[config.mk]
export PLATFORM = sky130hd
export DESIGN_NAME = al2_onset_enumerator
export DESIGN_NICKNAME = d
export VERILOG_FILES = /design/src/rtl/al2_pkg.sv /design/src/rtl/al2_eval.sv /design/src/rtl/al2_onset_enumerator.sv
export SDC_FILE = /design/constraint.sdc
export NUM_CORES = 1
export LEC_CHECK = 0
export CORE_MARGIN = 2
export CORE_UTILIZATION = 40
export CTS_CLUSTER_SIZE = 12
export DETAILED_ROUTE_END_ITERATION = 7
export PLACE_DENSITY_LB_ADDON = 0.1
export SETUP_SLACK_MARGIN = 0.3
export SLEW_MARGIN = 20
export SYNTH_ARGS = -nofsm -noshare
export SYNTH_HDL_FRONTEND = slang
export SYNTH_SLANG_ARGS = --single-unit
[constraint.sdc]
create_clock -name clk -period 4.7 [get_ports clk]
set_input_delay 1.41 -clock clk [delete_from_list [all_inputs] [get_ports clk]]
set_output_delay 1.41 -clock clk [all_outputs]
set_load 0.03 [all_outputs]
[src/rtl/al2_pkg.sv]
`default_nettype none
// ============================================================================
// Module      : al2_pkg
// Description : Shared constants, FSM state type and the al2 function for the
//               onset enumerator and its evaluator.
// Revision    : 1.0
// ============================================================================
package al2_pkg;

   localparam int AL2_N_IN  = 11;
   localparam int AL2_CNT_W = 12;

   localparam logic [AL2_N_IN-1:0] AL2_LAST_IDX = 11'h7FF;

   // Sizes of the ON-set and OFF-set of f over all 2^11 vectors.
   localparam int AL2_ON_CNT  = 250;
   localparam int AL2_OFF_CNT = 1798;

   typedef enum logic [1:0] {
      ST_IDLE = 2'd0,
      ST_SCAN = 2'd1,
      ST_HOLD = 2'd2,
      ST_DONE = 2'd3
   } al2_state_t;

   function automatic logic al2_f(input logic [AL2_N_IN-1:0] x);
      logic c_term_a;
      logic c_term_b;
      c_term_a = x[6] & ~x[7] & ~x[8] & ~x[9] & x[10];
      c_term_b = ~x[0] & ~x[5] & (x[1] ^ x[2]) & (x[3] | x[4]);
      return c_term_a | c_term_b;
   endfunction

endpackage : al2_pkg
`default_nettype wire

[src/rtl/al2_eval.sv]
`default_nettype none
// ============================================================================
// Module      : al2_eval
// Description : Purely combinational evaluation of the al2 function.
// Revision    : 1.0
// ============================================================================
module al2_eval
   import al2_pkg::*;
(
   input  logic [AL2_N_IN-1:0] x,
   output logic                f
);

   assign f = al2_f(x);

endmodule : al2_eval
`default_nettype wire

[src/rtl/al2_onset_enumerator.sv]
`default_nettype none
// ============================================================================
// Module      : al2_onset_enumerator
// Description : Sweeps every input vector of al2 in ascending order and streams
//               those whose value equals the requested polarity.
// Revision    : 1.0
// ============================================================================
module al2_onset_enumerator
   import al2_pkg::*;
#(
   parameter int N_IN  = AL2_N_IN,
   parameter int CNT_W = AL2_CNT_W
) (
   input  logic             clk,
   input  logic             rst_n,
   input  logic             start,
   input  logic             polarity,
   output logic             busy,
   output logic             done,
   output logic             m_valid,
   input  logic             m_ready,
   output logic [N_IN-1:0]  m_data,
   output logic [CNT_W-1:0] count
);

   al2_state_t        r_state;
   logic [N_IN-1:0]   r_idx;
   logic              r_pol;
   logic              r_busy;
   logic              r_done;
   logic              r_valid;
   logic [N_IN-1:0]   r_data;
   logic [CNT_W-1:0]  r_count;
   logic              w_f;
   logic              w_last;

   al2_eval u_eval (
      .x (r_idx),
      .f (w_f)
   );

   // Termination is an explicit compare so the sweep never relies on wrap.
   assign w_last = (r_idx == AL2_LAST_IDX);

   always_ff @(posedge clk) begin
      if (!rst_n) begin
         r_state <= ST_IDLE;
         r_idx   <= '0;
         r_pol   <= 1'b0;
         r_busy  <= 1'b0;
         r_done  <= 1'b0;
         r_valid <= 1'b0;
         r_data  <= '0;
         r_count <= '0;
      end else begin
         r_done <= 1'b0;
         case (r_state)
            ST_IDLE: begin
               if (start) begin
                  r_pol   <= polarity;
                  r_idx   <= '0;
                  r_count <= '0;
                  r_busy  <= 1'b1;
                  r_state <= ST_SCAN;
               end
            end
            ST_SCAN: begin
               if (w_f == r_pol) begin
                  r_data  <= r_idx;
                  r_valid <= 1'b1;
                  r_state <= ST_HOLD;
               end else if (w_last) begin
                  r_done  <= 1'b1;
                  r_state <= ST_DONE;
               end else begin
                  r_idx <= r_idx + 1'b1;
               end
            end
            ST_HOLD: begin
               if (m_ready) begin
                  r_count <= r_count + 1'b1;
                  r_valid <= 1'b0;
                  if (w_last) begin
                     r_done  <= 1'b1;
                     r_state <= ST_DONE;
                  end else begin
                     r_idx   <= r_idx + 1'b1;
                     r_state <= ST_SCAN;
                  end
               end
            end
            ST_DONE: begin
               r_busy  <= 1'b0;
               r_state <= ST_IDLE;
            end
            default: begin
               r_state <= ST_IDLE;
            end
         endcase
      end
   end

   assign busy    = r_busy;
   assign done    = r_done;
   assign m_valid = r_valid;
   assign m_data  = r_data;
   assign count   = r_count;

endmodule : al2_onset_enumerator
`default_nettype wire
Yosys cells after proc, flatten, opt, wreduce, memory -nomap -nowiden

Cells that the tools add are included.

Bits in registers: 40
Input port bits: 5
Output and inout port bits: 26
Word-level logic and storage cells: 70

Add/subtract/negate cells: 2
Eq/ne operators: 10
Multiplexer cells: 23
Bitwise logic cells: 15
Reduce and logical (&&, ||, !) cells: 12

Operators by type and width:

| operator                                             | count |
|---|---|
| 2-to-1 mux 11 bit                                    | 4 |
| one-hot mux 11 bit (3 select lines)                  | 1 |
| 2-to-1 mux 12 bit                                    | 2 |
| one-hot mux 12 bit (2 select lines)                  | 1 |
| adder 12 x 1 -> 12 bit (second input constant)       | 1 |
| adder 11 x 1 -> 11 bit (second input constant)       | 1 |
| equality test 11 bit (second input constant)         | 1 |
| 2-to-1 mux 2 bit                                     | 5 |
| AND reduction 3 bit                                  | 3 |
| != test 2 bit (second input constant)                | 4 |
| one-hot mux 2 bit (4 select lines)                   | 1 |
| bitwise AND 1 bit                                    | 7 |
| 2-to-1 mux 1 bit                                     | 6 |
| one-hot mux 1 bit (2 select lines)                   | 3 |
| AND reduction 2 bit                                  | 3 |
| nonzero test 2 bit                                   | 3 |
| NOT 1 bit                                            | 5 |
| equality test 2 bit (second input constant)          | 2 |
| AND reduction 4 bit                                  | 1 |
| != test 3 bit (second input constant)                | 1 |
| nonzero test 3 bit                                   | 1 |
| equality test 2 x 1 -> 1 bit (second input constant) | 1 |
| zero test 2 bit                                      | 1 |
| bitwise OR 1 bit                                     | 2 |
| other kinds (2)                                      | 2 |

Depth between registers and ports, before layout

Depth after elaboration: 9
Gate-level depth with buffers: 10
Gate-level depth less buffers: 8

Hierarchy

A second synthesis with hierarchy kept.

Cell total of the unflattened synthesis: 247
Area total of the unflattened synthesis: 2026.9 µm²

Modules (own cells, without submodules):

| module               | instances | cells an instance | area each (µm²) | seq. area each (µm²) |
|---|---|---|---|---|
| al2_onset_enumerator | 1         | 242               | 1991.9          | 800.8 |
| al2_eval             | 1         | 5                 | 35.0            | 0.0 |

Least setup slack after synthesis

Ideal clock, no wire load.

Path kind: input to register
Start: input start
End: register r_idx[1]
Setup time: 0.125 ns
Arrival: 2.494 ns
Required time: 4.575 ns
Path slack: 2.081 ns
Cell stages on the path: 6
Path buffers: 0
Cells stage by stage: and2b_1 nor2_2 nor3b_2 o211ai_2 a21oi_1 o22ai_1

Word-level cells in the longest chain between the ends: 2

Ends and longest elaborated chain:

| what                                 | RTL line                   | source |
|---|---|---|
| from (decl)                          | al2_onset_enumerator.sv:16 | `input logic start,` |
| != test 2 bit (no source line)       | n/a                        |  |
| AND reduction 4 bit (no source line) | n/a                        |  |
| to (signal assigned)                 | al2_onset_enumerator.sv:76 | `r_idx <= r_idx + 1'b1;` |
| to (signal assigned)                 | al2_onset_enumerator.sv:87 | `r_idx <= r_idx + 1'b1;` |
| to (decl)                            | al2_onset_enumerator.sv:27 | `logic [N_IN-1:0] r_idx;` |

No other way between the ends.
A chain may end at the register's enable or synchronous reset.

Final worst setup path

Start: input start
End: register r_idx[0]

The elaborated chain is that of the path after synthesis.

==> impl_metrics.prom <==
# TYPE chip_impl_metric gauge
chip_impl_metric{name="synth-compound-area-share",unit="%"} 18.9
chip_impl_info{name="status",value="completed"} 1
chip_impl_metric{name="required",unit="ps"} 4860
chip_impl_metric{name="cts-root-to-sink-buffers",unit=""} 2
chip_impl_metric{name="grt_ovf",unit=""} 0
chip_impl_metric{name="insertedDiodeCount",unit=""} 0
chip_impl_metric{name="floorplan.initialDensity",unit="%"} 40.8
chip_impl_metric{name="mappedNetlistArea",unit="um^2"} 2050
chip_impl_metric{name="clock.fmax",unit="MHz"} 327
chip_impl_info{name="busiest_layer_in_global_routing",value="met2"} 1
chip_impl_metric{name="post-route-cell-area",unit="um^2"} 2470
chip_impl_info{name="criticalPathCategory",value="in2reg"} 1
chip_impl_metric{name="filler_cell_count",unit=""} 514
chip_impl_metric{name="detail_route.iter0.violations",unit=""} 75
chip_impl_metric{name="initial_antenna_violation_count",unit=""} 0
chip_impl_metric{name="slew_headroom",unit="%"} 44.1
chip_impl_metric{name="utilization",unit="%"} 49.3
chip_impl_metric{name="netlist-cell-type-count",unit=""} 54
chip_impl_metric{name="fp-row-count",unit=""} 26
chip_impl_metric{name="edff_count_synth",unit=""} 0
chip_impl_metric{name="global_route.usage.total",unit="%"} 17.2
chip_impl_metric{name="die_width",unit="um"} 75.5
chip_impl_info{name="synth_top_flop_cell",value="sky130_fd_sc_hd__dfxtp_1"} 1
chip_impl_metric{name="grtUsageMet3",unit="%"} 4.10
chip_impl_metric{name="critPathArrivalTime",unit="ps"} 3210
chip_impl_metric{name="grt_first_pass_wirelength",unit="um"} 7630
chip_impl_metric{name="synth.mux.area_fraction",unit="%"} 0
chip_impl_metric{name="use_met1",unit="%"} 22.8
chip_impl_metric{name="setup.reg_to_reg.worst_slack",unit="ps"} 2470
chip_impl_metric{name="cts_htree_levels",unit=""} 2
chip_impl_metric{name="layout.cells.non_filler",unit=""} 342
chip_impl_metric{name="place.detailed.hpwl",unit="um"} 3190
chip_impl_metric{name="cap_viol_max_count",unit=""} 0
chip_impl_info{name="largest_family_of_logic_cells_by_synthesized_area",value="simple AND/OR/NAND/NOR gates"} 1
chip_impl_metric{name="tightestPinTransition",unit="ps"} 839
chip_impl_metric{name="groute.layer.met2.usage",unit="%"} 28.2
chip_impl_metric{name="num_vias",unit=""} 1756
chip_impl_metric{name="syn2layout_area_growth",unit="%"} 20.8
chip_impl_metric{name="synth_seq_area_share",unit="%"} 39.1
chip_impl_metric{name="gp_congestion",unit=""} 0.782
chip_impl_metric{name="synth_nets",unit=""} 257
chip_impl_metric{name="power_per_cell_area",unit="nW/um^2"} 405
chip_impl_info{name="rsz0062_at_grt",value="no"} 1
chip_impl_metric{name="synth_adder_area_share",unit="%"} 4.28
chip_impl_metric{name="length_of_the_first_detailed_routing_pass_in_iterations",unit=""} 4
chip_impl_metric{name="fp.dieArea",unit="um^2"} 5700
chip_impl_metric{name="finalCriticalPeriod",unit="ps"} 3050
chip_impl_metric{name="clock_buffers_created_by_tritoncts",unit=""} 5
chip_impl_metric{name="syn-instance-count",unit=""} 245
chip_impl_metric{name="final_max_slew_viol_count",unit=""} 0
chip_impl_info{name="cts_root_buffer",value="sky130_fd_sc_hd__clkbuf_8"} 1
chip_impl_metric{name="leakage",unit="nW"} 0.863
chip_impl_metric{name="postCtsSetupRepairBufs",unit=""} 0
chip_impl_metric{name="worst_clock_skew",unit="ps"} 1.38
chip_impl_metric{name="yosysWarningCount",unit=""} 0
chip_impl_info{name="cp-end-kind",value="flop"} 1
chip_impl_metric{name="synth_simple_gate_area_share",unit="%"} 29.5
chip_impl_metric{name="clock_latency",unit="ps"} 290
chip_impl_info{name="hold_path_class",value="reg2reg"} 1
chip_impl_metric{name="final_layout_size_suffix_gt1_share",unit="%"} 9.19
chip_impl_metric{name="peakVddDrop",unit="uV"} 161
chip_impl_metric{name="fin_setup_tns",unit="ps"} 0
chip_impl_metric{name="dpl-instance-area",unit="um^2"} 2380
chip_impl_metric{name="postRouteWirelength",unit="um"} 4510
chip_impl_metric{name="timing_hold_violations_final",unit=""} 0
chip_impl_metric{name="grt_pass1_vias",unit=""} 1620
chip_impl_metric{name="number_of_routed_nets_with_antenna_violations",unit=""} 0
chip_impl_metric{name="io_buffer_count",unit=""} 30
chip_impl_metric{name="total_drc_errors_in_the_routed_layout",unit=""} 0
chip_impl_info{name="layout.cells.most_common",value="sky130_fd_sc_hd__dfxtp_1"} 1
chip_impl_metric{name="setup_viol",unit=""} 0
chip_impl_info{name="mostFrequentLayoutCells",value="40 x sky130_fd_sc_hd__dfxtp_1, 35 x sky130_fd_sc_hd__nand2_1, 30 x sky130_fd_sc_hd__clkdlybuf4s50_1"} 1
chip_impl_metric{name="avgSynthCellArea",unit="um^2"} 8.35
chip_impl_info{name="worst_setup_path_start_kind",value="input pin"} 1
chip_impl_metric{name="number_of_sinks_on_the_clock_net",unit=""} 40
chip_impl_metric{name="synth-seq-cells",unit=""} 40
chip_impl_metric{name="io-pin-count",unit=""} 31
chip_impl_metric{name="numPlacedInstances",unit=""} 334
chip_impl_metric{name="crit_path_max_fanout",unit=""} 10
chip_impl_metric{name="fraction_of_synthesized_cell_area_taken_by_the_top_area_cell_type",unit="%"} 39.1
chip_impl_metric{name="die_y",unit="um"} 75.5
chip_impl_metric{name="clkTransAtPathRegs",unit="ps"} 80
chip_impl_info{name="yosys-top-cells-area",value="sky130_fd_sc_hd__dfxtp_1 39%, sky130_fd_sc_hd__nand2_1 6.4%, sky130_fd_sc_hd__nand3_1 5.6%, sky130_fd_sc_hd__ha_1 4.3%, sky130_fd_sc_hd__o21ai_0 4.2%"} 1
chip_impl_info{name="area_leader_netlist",value="sky130_fd_sc_hd__dfxtp_1"} 1
chip_impl_metric{name="synth_xor_area_share",unit="%"} 4.28
chip_impl_metric{name="post_drt_wl_per_cell",unit="um"} 13.2
chip_impl_metric{name="area_inside_the_core_boundary",unit="um^2"} 5010
chip_impl_metric{name="min_period_over_period",unit="%"} 65.0
chip_impl_info{name="cts_tree",value="built"} 1
chip_impl_metric{name="design_power_total",unit="mW"} 1.00
chip_impl_metric{name="nets",unit=""} 283
chip_impl_metric{name="grt_max_degree",unit=""} 26
chip_impl_metric{name="holdBufCountCts",unit=""} 0
chip_impl_metric{name="postSynth.asyncResetShare",unit="%"} 0
chip_impl_metric{name="cts_repair_resize_count",unit=""} 0
chip_impl_metric{name="vias_per_instance",unit=""} 5.13
logic make-up (layout without fill, tap and decap cells):
kind of cell | count (synthesis) | count (layout)
xor gates and xnor gates | 10 | 10
buffers and inverters | 18 | 45
AOI/OAI and AO/OA | 55 | 55
DFF | 40 | 40
and+or+nand+nor | 115 | 115
adders and majority gates | 7 | 7
through the flow:
stage	setup slack, ps	hold slack, ps
detailed placement	1330	466
finish	1650	474
floorplan	2080	463
CTS	1650	479
global placement	1390	460
global route	1490	501
synthesized netlist by cell type (2+ instances only):
cell / count
sky130_fd_sc_hd__nor2_2: 2
sky130_fd_sc_hd__o22ai_1: 5
sky130_fd_sc_hd__o211a_1: 2
sky130_fd_sc_hd__dfxtp_1: 40
sky130_fd_sc_hd__nand2_1: 35
sky130_fd_sc_hd__a21oi_1: 10
sky130_fd_sc_hd__nor3_2: 2
sky130_fd_sc_hd__inv_1: 6
sky130_fd_sc_hd__buf_4: 2
sky130_fd_sc_hd__o211ai_1: 2
sky130_fd_sc_hd__buf_2: 3
sky130_fd_sc_hd__nand4b_1: 2
sky130_fd_sc_hd__nor3_1: 4
sky130_fd_sc_hd__nand3_1: 23
sky130_fd_sc_hd__nor3b_1: 3
sky130_fd_sc_hd__nor2_1: 19
sky130_fd_sc_hd__and3_1: 6
sky130_fd_sc_hd__nand2b_1: 2
sky130_fd_sc_hd__nor2b_1: 2
sky130_fd_sc_hd__clkbuf_1: 5
sky130_fd_sc_hd__xor2_1: 9
sky130_fd_sc_hd__o21a_1: 2
sky130_fd_sc_hd__nand4_1: 4
sky130_fd_sc_hd__ha_1: 7
sky130_fd_sc_hd__o21ai_0: 17
sky130_fd_sc_hd__a21boi_0: 3
final cells by class:
type | instances | area, um^2 | share of cell area (%)
inverters | 6 | 22.5 | 0.911
flip-flops and latches | 40 | 801 | 32.4
repair buffers | 31 | 308 | 12.5
clock buffers | 5 | 68.8 | 2.78
clock inverters | 3 | 18.8 | 0.759
multi-input cells | 187 | 1160 | 47.1
well taps | 70 | 87.6 | 3.54
final timing paths:
path / startpoint / to / cells past startpoint
worst max-delay path: start / r_idx[0] / 7
worst min register to register: m_data[2] / m_data[2] / 2
worst min-delay path: m_data[2] / m_data[2] / 2
worst max register to register: r_state[1] / r_idx[0] / 8
flip-flops by register name (all words and copies together), names as in the netlist:
name	cells
count	12
m_valid	1
r_pol	1
done	1
m_data	11
r_state	2
busy	1
r_idx	11
critical path, stage by stage:
cell                              delay (ps)
sky130_fd_sc_hd__clkdlybuf4s50_1         510
sky130_fd_sc_hd__and2b_1                 260
sky130_fd_sc_hd__nor2_2                  150
sky130_fd_sc_hd__nor3b_2                 250
sky130_fd_sc_hd__o211ai_2                250
sky130_fd_sc_hd__a21oi_1                 270
sky130_fd_sc_hd__o32ai_2                 100
power breakdown:
group / leakage [nW] / switching (mW) / internal [mW]
Clock: 0.0479 / 0.127 / 0.104
Sequential: 0.323 / 0.0225 / 0.360
Combinational: 0.492 / 0.247 / 0.140
Total: 0.863 / 0.397 / 0.604
layer usage:
metal	vias up	part of all wire, %	routed length [um]
met1	797	48	2180
li1	923	-	-
met5	-	0	0
met4	0	0.98	44
met3	6	4.1	186
met2	30	47	2100
Power figures use the tool's default switching activity.
